## config.mk

```make
export PLATFORM = sky130hd
export DESIGN_NAME = cic_decimator
export DESIGN_NICKNAME = d
export VERILOG_FILES = /design/src/rtl/cic_pkg.sv /design/src/rtl/cic_decimator_channel.sv /design/src/rtl/cic_decimator.sv
export SDC_FILE = /design/constraint.sdc
export NUM_CORES = 1
export LEC_CHECK = 0
export CAP_MARGIN = 20
export CELL_PAD_IN_SITES_DETAIL_PLACEMENT = 0
export CELL_PAD_IN_SITES_GLOBAL_PLACEMENT = 1
export CORE_MARGIN = 4
export CORE_UTILIZATION = 49
export CTS_BUF_LIST = sky130_fd_sc_hd__clkbuf_16
export DETAILED_ROUTE_END_ITERATION = 16
export PLACE_DENSITY_LB_ADDON = 0.15
export SYNTH_ARGS = -nofsm -noshare
export SYNTH_HDL_FRONTEND = slang
export SYNTH_SLANG_ARGS = --single-unit
```

## constraint.sdc

```tcl
create_clock -name clk_in -period 6.64 [get_ports clk_in]
set_input_delay 1.328 -clock clk_in [delete_from_list [all_inputs] [get_ports clk_in]]
set_output_delay 1.328 -clock clk_in [all_outputs]
set_load 0.05 [all_outputs]
```

## src/rtl/cic_pkg.sv

```systemverilog
// Shared sizing helpers and parameter bounds for the CIC decimator.
package cic_pkg;

  localparam int unsigned CIC_N_MIN   = 1;
  localparam int unsigned CIC_N_MAX   = 6;
  localparam int unsigned CIC_R_MIN   = 2;
  localparam int unsigned CIC_M_LIMIT = 1024;

  // Full-precision width: input width plus log2(R_max) bits of growth per stage.
  function automatic int unsigned cic_out_width(int unsigned width, int unsigned n,
                                                int unsigned m_max);
    return width + n * $clog2(m_max);
  endfunction

  function automatic int unsigned clamp_ratio(int unsigned ratio, int unsigned m_max);
    if (ratio < CIC_R_MIN) return CIC_R_MIN;
    if (ratio > m_max) return m_max;
    return ratio;
  endfunction

  function automatic bit cic_params_ok(int unsigned n, int unsigned m_max);
    return (n >= CIC_N_MIN) && (n <= CIC_N_MAX) &&
           (m_max >= CIC_R_MIN) && (m_max <= CIC_M_LIMIT);
  endfunction

endpackage

```

## src/rtl/cic_decimator_channel.sv

```systemverilog
// One CIC datapath: N integrators, decimation latch, N comb stages and output register.
module cic_channel
  import cic_pkg::*;
#(
  parameter int unsigned N     = 3,
  parameter int unsigned width = 11,
  parameter int unsigned OW    = 23
) (
  input  logic                 clk_in,
  input  logic                 reset,
  input  logic                 in_valid,
  input  logic                 dec_event,
  input  logic [N:0]           tag,
  input  logic signed [width-1:0] x,
  output logic signed [OW-1:0] y
);

  logic signed [OW-1:0] integ_q [N];
  logic signed [OW-1:0] integ_d [N];
  // comb_q[0] is the decimated sample, comb_q[k] the output of comb stage k.
  logic signed [OW-1:0] comb_q [N+1];
  logic signed [OW-1:0] comb_d [N+1];
  logic signed [OW-1:0] dly_q  [N];
  logic signed [OW-1:0] dly_d  [N];
  logic signed [OW-1:0] y_q, y_d;

  always_comb begin
    integ_d = integ_q;
    comb_d  = comb_q;
    dly_d   = dly_q;
    y_d     = y_q;
    if (in_valid) begin
      integ_d[0] = integ_q[0] + {{(OW-width){x[width-1]}}, x};
      for (int unsigned k = 1; k < N; k++) begin
        integ_d[k] = integ_q[k] + integ_q[k-1];
      end
    end
    if (dec_event) comb_d[0] = integ_q[N-1];
    for (int unsigned k = 1; k <= N; k++) begin
      if (tag[k-1]) begin
        comb_d[k]  = comb_q[k-1] - dly_q[k-1];
        dly_d[k-1] = comb_q[k-1];
      end
    end
    if (tag[N]) y_d = comb_q[N];
  end

  always_ff @(posedge clk_in) begin
    if (reset) begin
      integ_q <= '{default: '0};
      comb_q  <= '{default: '0};
      dly_q   <= '{default: '0};
      y_q     <= '0;
    end else begin
      integ_q <= integ_d;
      comb_q  <= comb_d;
      dly_q   <= dly_d;
      y_q     <= y_d;
    end
  end

  assign y = y_q;

endmodule

```

## src/rtl/cic_decimator.sv

```systemverilog
// Multi-channel CIC decimator: shared counter, ratio register and valid tags; per-channel datapaths.
module cic_decimator
  import cic_pkg::*;
#(
  parameter int unsigned N        = 3,
  parameter int unsigned M_MAX    = 16,
  parameter int unsigned width    = 11,
  parameter int unsigned CHANNELS = 2,
  localparam int unsigned OW      = cic_out_width(width, N, M_MAX),
  localparam int unsigned RW      = $clog2(M_MAX + 1)
) (
  input  logic                     clk_in,
  input  logic                     reset,
  input  logic                     in_valid,
  input  logic [CHANNELS*width-1:0] in,
  input  logic [RW-1:0]            ratio,
  output logic                     out_valid,
  output logic [CHANNELS*OW-1:0]   out,
  output logic [RW-1:0]            ratio_used
);

  localparam bit PARAMS_OK = cic_params_ok(N, M_MAX);

  logic [RW-1:0] cnt_q, cnt_d;
  logic [RW-1:0] ratio_used_q, ratio_used_d;
  logic [RW-1:0] r_eff;
  logic [N:0]    tag_q, tag_d;
  logic          out_valid_q, out_valid_d;
  logic          dec_event;

  always_comb begin
    r_eff        = RW'(clamp_ratio(32'(ratio), M_MAX));
    dec_event    = in_valid && (cnt_q == ratio_used_q - RW'(1));
    cnt_d        = cnt_q;
    ratio_used_d = ratio_used_q;
    // tag[0] marks the latched sample, tag[k] comb stage k; out_valid follows tag[N].
    tag_d        = {tag_q[N-1:0], dec_event};
    out_valid_d  = tag_q[N];
    if (in_valid) cnt_d = dec_event ? '0 : cnt_q + RW'(1);
    if (dec_event) ratio_used_d = r_eff;
  end

  always_ff @(posedge clk_in) begin
    if (reset) begin
      cnt_q        <= '0;
      ratio_used_q <= r_eff;
      tag_q        <= '0;
      out_valid_q  <= 1'b0;
    end else begin
      cnt_q        <= cnt_d;
      ratio_used_q <= ratio_used_d;
      tag_q        <= tag_d;
      out_valid_q  <= out_valid_d;
    end
  end

  always_ff @(posedge clk_in) begin
    assert (PARAMS_OK);
  end

  for (genvar c = 0; c < CHANNELS; c++) begin : g_ch
    cic_channel #(
      .N    (N),
      .width(width),
      .OW   (OW)
    ) u_ch (
      .clk_in   (clk_in),
      .reset    (reset),
      .in_valid (in_valid),
      .dec_event(dec_event),
      .tag      (tag_q),
      .x        (in[c*width +: width]),
      .y        (out[c*OW +: OW])
    );
  end

  assign out_valid  = out_valid_q;
  assign ratio_used = ratio_used_q;

endmodule

```

==> flow_metrics.env, run 1 <==
export IMPL_status="completed"
export IMPL_nFillCells=5704
export IMPL_hold_viol_final=0
export IMPL_vias_per_cell=5.32
export IMPL_dp_cells=4305
export IMPL_fin_skew_ps=17.6
export IMPL_drtAntennaViolNets=0
export IMPL_syn_mean_instance_area_sq_um=8.74
export IMPL_fin_util=0.550
export IMPL_cp_top_family="compound AO/OA/AOI/OAI gates"
export IMPL_syn2layout_area_growth_pct=10.8
export IMPL_num_vias=23500
export IMPL_cts_made_buffers=57
export IMPL_drtPass1Iterations=7
export IMPL_cts_tree="done"
export IMPL_drc=0
export IMPL_cpPeakStageDelay_ps=610
export IMPL_p_sw_w=0.00210
export IMPL_critPathSlowestCell="a2111oi_0"
export IMPL_die_area_sq_um=66800
export IMPL_dpl_worst_slack_ps=1750
export IMPL_setup_violations_final=0
export IMPL_rsz0062_at_grt="false"
export IMPL_path_max_fanout=4
export IMPL_cts_setup_buffers=0
export IMPL_path_class="primary input to flip-flop"
export IMPL_hold_path_class="flip-flop to flip-flop"
export IMPL_coreArea_sq_um=61900
export IMPL_place_congestion=0.865
export IMPL_stdcell_count=4412
export IMPL_dr_first_iter_drc_count=1095
export IMPL_postCtsHoldBufs=0
export IMPL_synth_top_area_share=0.336
export IMPL_gr_usage_all_layers=0.183
export IMPL_synth_most_common_cell="dfxtp_1"
export IMPL_clkPwrFrac=0.402
export IMPL_die_x_um=258
export IMPL_fmax_ghz=0.233
export IMPL_cts_buffer_depth=3
export IMPL_synth_seq_area_share=0.341
export IMPL_root_buffer="clkbuf_16"
export IMPL_cp_end_kind="flip-flop"
export IMPL_h_tree_depth=2
export IMPL_placed_area_sq_um=32200
export IMPL_drt_wl_total_um=62000
export IMPL_tightest_slew_ps=1060
export IMPL_start_util=0.496
export IMPL_synthTopCellsByArea="dfxtp_1 (34%), mux2i_1 (12%), ha_1 (11%)"
export IMPL_cts_sinks=521
export IMPL_portBuffers=81
export IMPL_irDropWorstVdd_mv=0.178
export IMPL_synth_edf_count=5
export IMPL_gr_total_overflow=0
export IMPL_powerDensity_nw_per_um2=225
export IMPL_cp_arrival_ps=4780
export IMPL_ys_warn_count=0
export IMPL_pwr_share_seq=0.442
export IMPL_required_ps=7130
export IMPL_yosysTopAreaCell="dfxtp_1"
export IMPL_post_route_period_util=0.646
export IMPL_drv_cap=0
export IMPL_slew_viol_final=0
export IMPL_tns_ps=0
export IMPL_syn_nets=3822
export IMPL_internal_power_w=0.00557
export IMPL_synth_ff_type="dfxtp_1"
export IMPL_start_kind="primary input"
export IMPL_fin_area_sq_um=34000
export IMPL_synth_cells=3514
export IMPL_num_antenna_cells=0
export IMPL_hpwl_um=44600
export IMPL_synth_top_cells_by_count="dfxtp_1 (516), nor2_1 (512), mux2i_1 (358)"
export IMPL_ys_ff_latch=521
export IMPL_slew_headroom=0.296
export IMPL_netlist_area_sq_um=30700
export IMPL_cts_resized=0
export IMPL_path_clk_slew_ps=60
export IMPL_synth_cell_types=77
export IMPL_combPwrFrac=0.156
export IMPL_wl_per_cell_um=14.0
export IMPL_leakage_nw=14.2
export IMPL_worst_path_buf_inv=2
export IMPL_grt_pass1_wl_um=107000
export IMPL_layout_setup_ws_ps=2350
export IMPL_path_cells="clkdlybuf4s50_1 > ha_1 > inv_1 > fa_1 > nor2b_1 > o21a_1 > o21ai_0 > a2111oi_0 > nor2_1 > o31ai_1 > o41a_1 > mux2i_1 > mux2_2"
export IMPL_fin_nets=3835
export IMPL_final_layout_size_suffix_gt1_frac=0.0372
export IMPL_rows=91
export IMPL_fp_dieH_um=258
export IMPL_synth_async_reset_ratio=0
export IMPL_fin_crit_ps=4290
export IMPL_netSwitchingFraction=0.274
export IMPL_grt_max_degree=206
export IMPL_antenna_found_initial=0
export IMPL_clk_latency_ps=610
export IMPL_grt_pass1_vias=22700
export IMPL_io_pins=82
==> flip-flops by register name (all words and copies together) (netlist names) <==
signal             count
g_ch.u_ch.comb_q     184
g_ch.u_ch.dly_q      138
g_ch.u_ch.integ_q    138
g_ch.u_ch.y           46
cnt_q                  5
ratio_used             5
tag_q                  4
out_valid              1
==> worst register-to-register path: stages, from the launching register on <==
cell and delay [ps]:
dfxtp_1 400, ha_1 230, inv_1 70, fa_1 410, nor2b_1 150, o21a_1 150, o21ai_0 170, a2111oi_0 610
nor2_1 140, o31ai_1 360, o41a_1 190, mux2i_1 200, mux2_2 340
==> through the flow <==
step,hold slack [ps],total power (W)
3_5_place_dp,457,0.00465
2_1_floorplan,441,0.00437
6_report,466,0.00767
5_1_grt,472,0.00806
4_1_cts,467,0.00777
3_3_place_gp,454,0.00460
==> final timing paths <==
check	cells after the start	from	end	slack, ps
setup reg to reg	12	g_ch[0].u_ch.integ_q[46]	g_ch[0].u_ch.integ_q[68]	3100
hold reg to reg	2	g_ch[1].u_ch.comb_q[10]	g_ch[1].u_ch.comb_q[10]	470
hold / removal	2	g_ch[1].u_ch.comb_q[10]	g_ch[1].u_ch.comb_q[10]	470
setup / recovery	13	in[0]	g_ch[0].u_ch.integ_q[68]	2350
==> logic make-up after synthesis <==
| logic type | after synthesis | synth area share |
|---|---|---|
| and+or+nand+nor | 975 | 0.144 |
| adders and majority gates | 278 | 0.116 |
| AOI/OAI and AO/OA | 811 | 0.176 |
| buffers and inverters | 348 | 0.0427 |
| muxes | 360 | 0.117 |
| xor gates and xnor gates | 221 | 0.0630 |
| DFF | 521 | 0.341 |
==> cell type report <==
class / instances / area, sq um / area share
clock inverter: 49 / 394 / 0.0116
sequential: 521 / 10500 / 0.308
timing repair buffer: 94 / 923 / 0.0271
multi-input combinational: 2645 / 19000 / 0.557
inverter: 208 / 781 / 0.0229
tap: 837 / 1050 / 0.0308
clock buffer: 58 / 1450 / 0.0426
==> placed cells by master, fill, tap and decap left out, drive strengths merged, types with 12 or more instances in the layout <==
cell,count
clkdlybuf4s50,79
nor2,512
a21oi,205
o31ai,14
and3,46
and4,12
nor3,41
a311oi,12
nand2b,37
o21a,34
or3,17
nor2b,47
nand4,18
dfxtp,516
a2111oi,14
clkbuf,58
o211ai,16
a211oi,45
nand3,30
nand2,157
a21o,157
o21bai,38
inv,216
o21ai,142
a31oi,31
fa,12
mux2i,358
buf,15
xor2,85
xnor2,136
ha,266
clkinv,31
==> power groups by stage <==
stage	combinational (W)	clock, W	sequential (W)
after global routing	0.00134	0.00331	0.00341
after floorplan	0.000970	0	0.00340
final	0.00119	0.00308	0.00339
after detailed placement	0.00119	0	0.00346
after global placement	0.00114	0	0.00345
after CTS	0.00119	0.00319	0.00339
==> routing by layer <==
metal	vias to the layer above	track usage	share of wire
li1	12500	-	-
met4	0	0.0399	0.016
met2	306	0.317	0.46
met1	10600	0.241	0.49
met5	-	0	0
met3	83	0.0273	0.034
No activity file was read; power rests on OpenSTA's default activity.
==> inputs of run 2 (changes only) <==
--- a/config.mk
+++ b/config.mk
@@ -9,7 +9,7 @@
 export CELL_PAD_IN_SITES_DETAIL_PLACEMENT = 0
 export CELL_PAD_IN_SITES_GLOBAL_PLACEMENT = 1
 export CORE_MARGIN = 4
-export CORE_UTILIZATION = 49
+export CORE_UTILIZATION = 44
 export CTS_BUF_LIST = sky130_fd_sc_hd__clkbuf_16
 export DETAILED_ROUTE_END_ITERATION = 16
 export PLACE_DENSITY_LB_ADDON = 0.15
==> constraint.sdc (replaced) <==
create_clock -name clk_in -period 3.5 [get_ports clk_in]
set_input_delay 0.7 -clock clk_in [delete_from_list [all_inputs] [get_ports clk_in]]
set_output_delay 0.7 -clock clk_in [all_outputs]
set_load 0.05 [all_outputs]
==> run 2 against run 1 <==
Die area increased by 11%. Utilization shrank 4.5 points. Total power rose by 98%. Global-route usage fell by 1.3 points. Non-clock buffer count rose by 53. Clock skew is 4.7 ps higher. Sequential power up 90%. Worst setup slack worse by 2100 ps. Clock power rose by 110%. First-iteration DRC count decreased by 8.0%. Highest routed layer unchanged.
==> flow_metrics.env, run 2 (synthesis gave the netlist of run 1 again) <==
export IMPL_status="completed"
export IMPL_gr_usage_all_layers=0.170
export IMPL_critPathSlowestCell="clkdlybuf4s50_1"
export IMPL_placed_area_sq_um=32700
export IMPL_postCtsHoldBufs=0
export IMPL_power_w=0.0152
export IMPL_cp_end_kind="flip-flop"
export IMPL_cts_tree="done"
export IMPL_antenna_found_initial=0
export IMPL_hpwl_um=46400
export IMPL_place_congestion=0.887
export IMPL_gr_total_overflow=0
export IMPL_powerDensity_nw_per_um2=436
export IMPL_drv_cap=0
export IMPL_root_buffer="clkbuf_16"
export IMPL_syn2layout_area_growth_pct=13.2
export IMPL_reg_largest_list="g_ch.u_ch.comb_q (184), g_ch.u_ch.dly_q (138), g_ch.u_ch.integ_q (138)"
export IMPL_pwr_share_seq=0.424
export IMPL_min_path_cells=2
export IMPL_fin_util=0.505
export IMPL_fin_nets=3891
export IMPL_setup_violations_final=0
export IMPL_rr_startpoint="g_ch[1].u_ch.comb_q[23]"
export IMPL_path_max_fanout=3
export IMPL_cts_setup_buffers=0
export IMPL_clkPwrFrac=0.420
export IMPL_worst_path_buf_inv=3
export IMPL_dr_first_iter_drc_count=1007
export IMPL_fin_area_sq_um=34800
export IMPL_die_x_um=272
export IMPL_p_sw_w=0.00400
export IMPL_rsz0062_at_grt="false"
export IMPL_netSwitchingFraction=0.264
export IMPL_io_pins=82
export IMPL_fmax_ghz=0.305
export IMPL_min_to="g_ch[0].u_ch.comb_q[90]"
export IMPL_hold_viol_final=0
export IMPL_cp_top_family="compound AO/OA/AOI/OAI gates"
export IMPL_start_util=0.446
export IMPL_rows=96
export IMPL_drtPass1Iterations=5
export IMPL_post_route_period_util=0.938
export IMPL_final_common_cell="dfxtp_1"
export IMPL_tns_ps=0
export IMPL_portBuffers=81
export IMPL_drc=0
export IMPL_cts_sinks=521
export IMPL_fin_skew_ps=22.3
export IMPL_cts_made_buffers=60
export IMPL_irDropWorstVdd_mv=0.371
export IMPL_drt_wl_total_um=63600
export IMPL_hp_start="reset"
export IMPL_final_cell_mix="dfxtp_1 (512), nor2_1 (510), mux2i_1 (358)"
export IMPL_final_layout_size_suffix_gt1_frac=0.0518
export IMPL_cp_arrival_ps=3770
export IMPL_largest_register_ff_count=184
export IMPL_combPwrFrac=0.156
export IMPL_cpPeakStageDelay_ps=440
export IMPL_vias_per_cell=5.16
export IMPL_clk_latency_ps=610
export IMPL_fin_crit_ps=3280
export IMPL_path_cells="clkdlybuf4s50_1 > buf_4 > ha_1 > a211oi_1 > o21ai_0 > a2111oi_1 > buf_4 > o31ai_1 > and3_1 > nor2b_1 > o311a_1 > xor2_1 > o21ai_0"
export IMPL_required_ps=3980
export IMPL_slew_headroom=0.412
export IMPL_wl_per_cell_um=13.9
export IMPL_coreArea_sq_um=68900
export IMPL_slew_viol_final=0
export IMPL_drtAntennaViolNets=0
export IMPL_rrSetupSlack_ps=290
export IMPL_grt_pass1_wl_um=111000
export IMPL_hold_path_class="primary input to flip-flop"
export IMPL_tightest_slew_ps=881
export IMPL_reg2regPathDepth=13
export IMPL_path_class="primary input to flip-flop"
export IMPL_path_clk_slew_ps=60
export IMPL_internal_power_w=0.0112
export IMPL_grt_pass1_vias=22800
export IMPL_timing_rr_end="g_ch[1].u_ch.comb_q[22]"
export IMPL_h_tree_depth=2
export IMPL_fp_dieH_um=272
export IMPL_num_vias=23500
export IMPL_num_antenna_cells=0
export IMPL_regMostFlops="g_ch.u_ch.comb_q"
export IMPL_grt_max_degree=146
export IMPL_cts_buffer_depth=3
export IMPL_start_kind="primary input"
export IMPL_leakage_nw=14.5
export IMPL_die_area_sq_um=74100
## run 2: cell count changes in the layout (fill, tap and decap cells not counted), sizes merged
cell,previous run,this run
buf,15,68
bufinv,5,10
clkbuf,58,61
clkinv,31,22
clkinvlp,5,4
inv,216,220
## run 2: power by group through the flow
stage / clock network [W] / logic (W) / registers (W)
after floorplan: 0 / 0.00184 / 0.00645
after global placement: 0 / 0.00229 / 0.00656
after detailed placement: 0 / 0.00236 / 0.00657
after CTS: 0.00660 / 0.00237 / 0.00643
after global routing: 0.00684 / 0.00268 / 0.00646
final: 0.00637 / 0.00236 / 0.00643
## run 2: worst reg2reg max path, stage by stage, from the launching register on
cell	delay, ps
dfxtp_1	320
inv_1	50
ha_1	150
inv_1	60
fa_1	390
a21o_1	180
a21oi_1	270
o21ai_0	210
a41o_1	330
a21oi_1	230
o21ai_0	220
a311oi_1	380
nor3b_1	90
a211o_1	220
## run 2: metrics by stage
stage | cells | hold slack (ps) | setup slack (ps)
after floorplan | 3514 | 441 | 260
after global placement | 4451 | 457 | -617
after detailed placement | 4451 | 462 | -510
after CTS | 4560 | 385 | 152
after global routing | 4561 | 411 | 8.07
final | 4561 | 436 | 217
## run 2: layout make-up
type / count / area [sq um]
flip-flops and latches: 521 / 10500
multi-input cells: 2645 / 19000
well taps: 931 / 1160
repair buffers: 147 / 1370
clock inverters: 48 / 497
clock buffers: 61 / 1530
inverters: 208 / 781
fillers: 6560 / 34200
## run 2: how the worst max path moves through the flow
stage | end | depth (start not counted) | from | slack (ps)
after global routing | g_ch[0].u_ch.integ_q[68] | 14 | in[0] | 8
final | g_ch[0].u_ch.integ_q[67] | 13 | in[1] | 220
after detailed placement | g_ch[0].u_ch.integ_q[68] | 14 | in[0] | -510
after global placement | g_ch[0].u_ch.integ_q[68] | 14 | in[0] | -620
after CTS | g_ch[0].u_ch.integ_q[68] | 14 | in[0] | 150
after floorplan | g_ch[0].u_ch.integ_q[68] | 12 | in[0] | 260
## run 2: routing by layer
metal / vias up / track usage / share of wire
li1: 12600 / - / -
met1: 10600 / 0.234 / 0.50
met2: 281 / 0.279 / 0.44
met3: 101 / 0.0262 / 0.033
met4: 0 / 0.0449 / 0.025
met5: - / 0 / 0
## run 2: timing repair
action,4_1_cts,5_1_grt
endpoints found under the hold margin,0,0
endpoints found under the setup margin,0,3
gates resized for setup,0,5
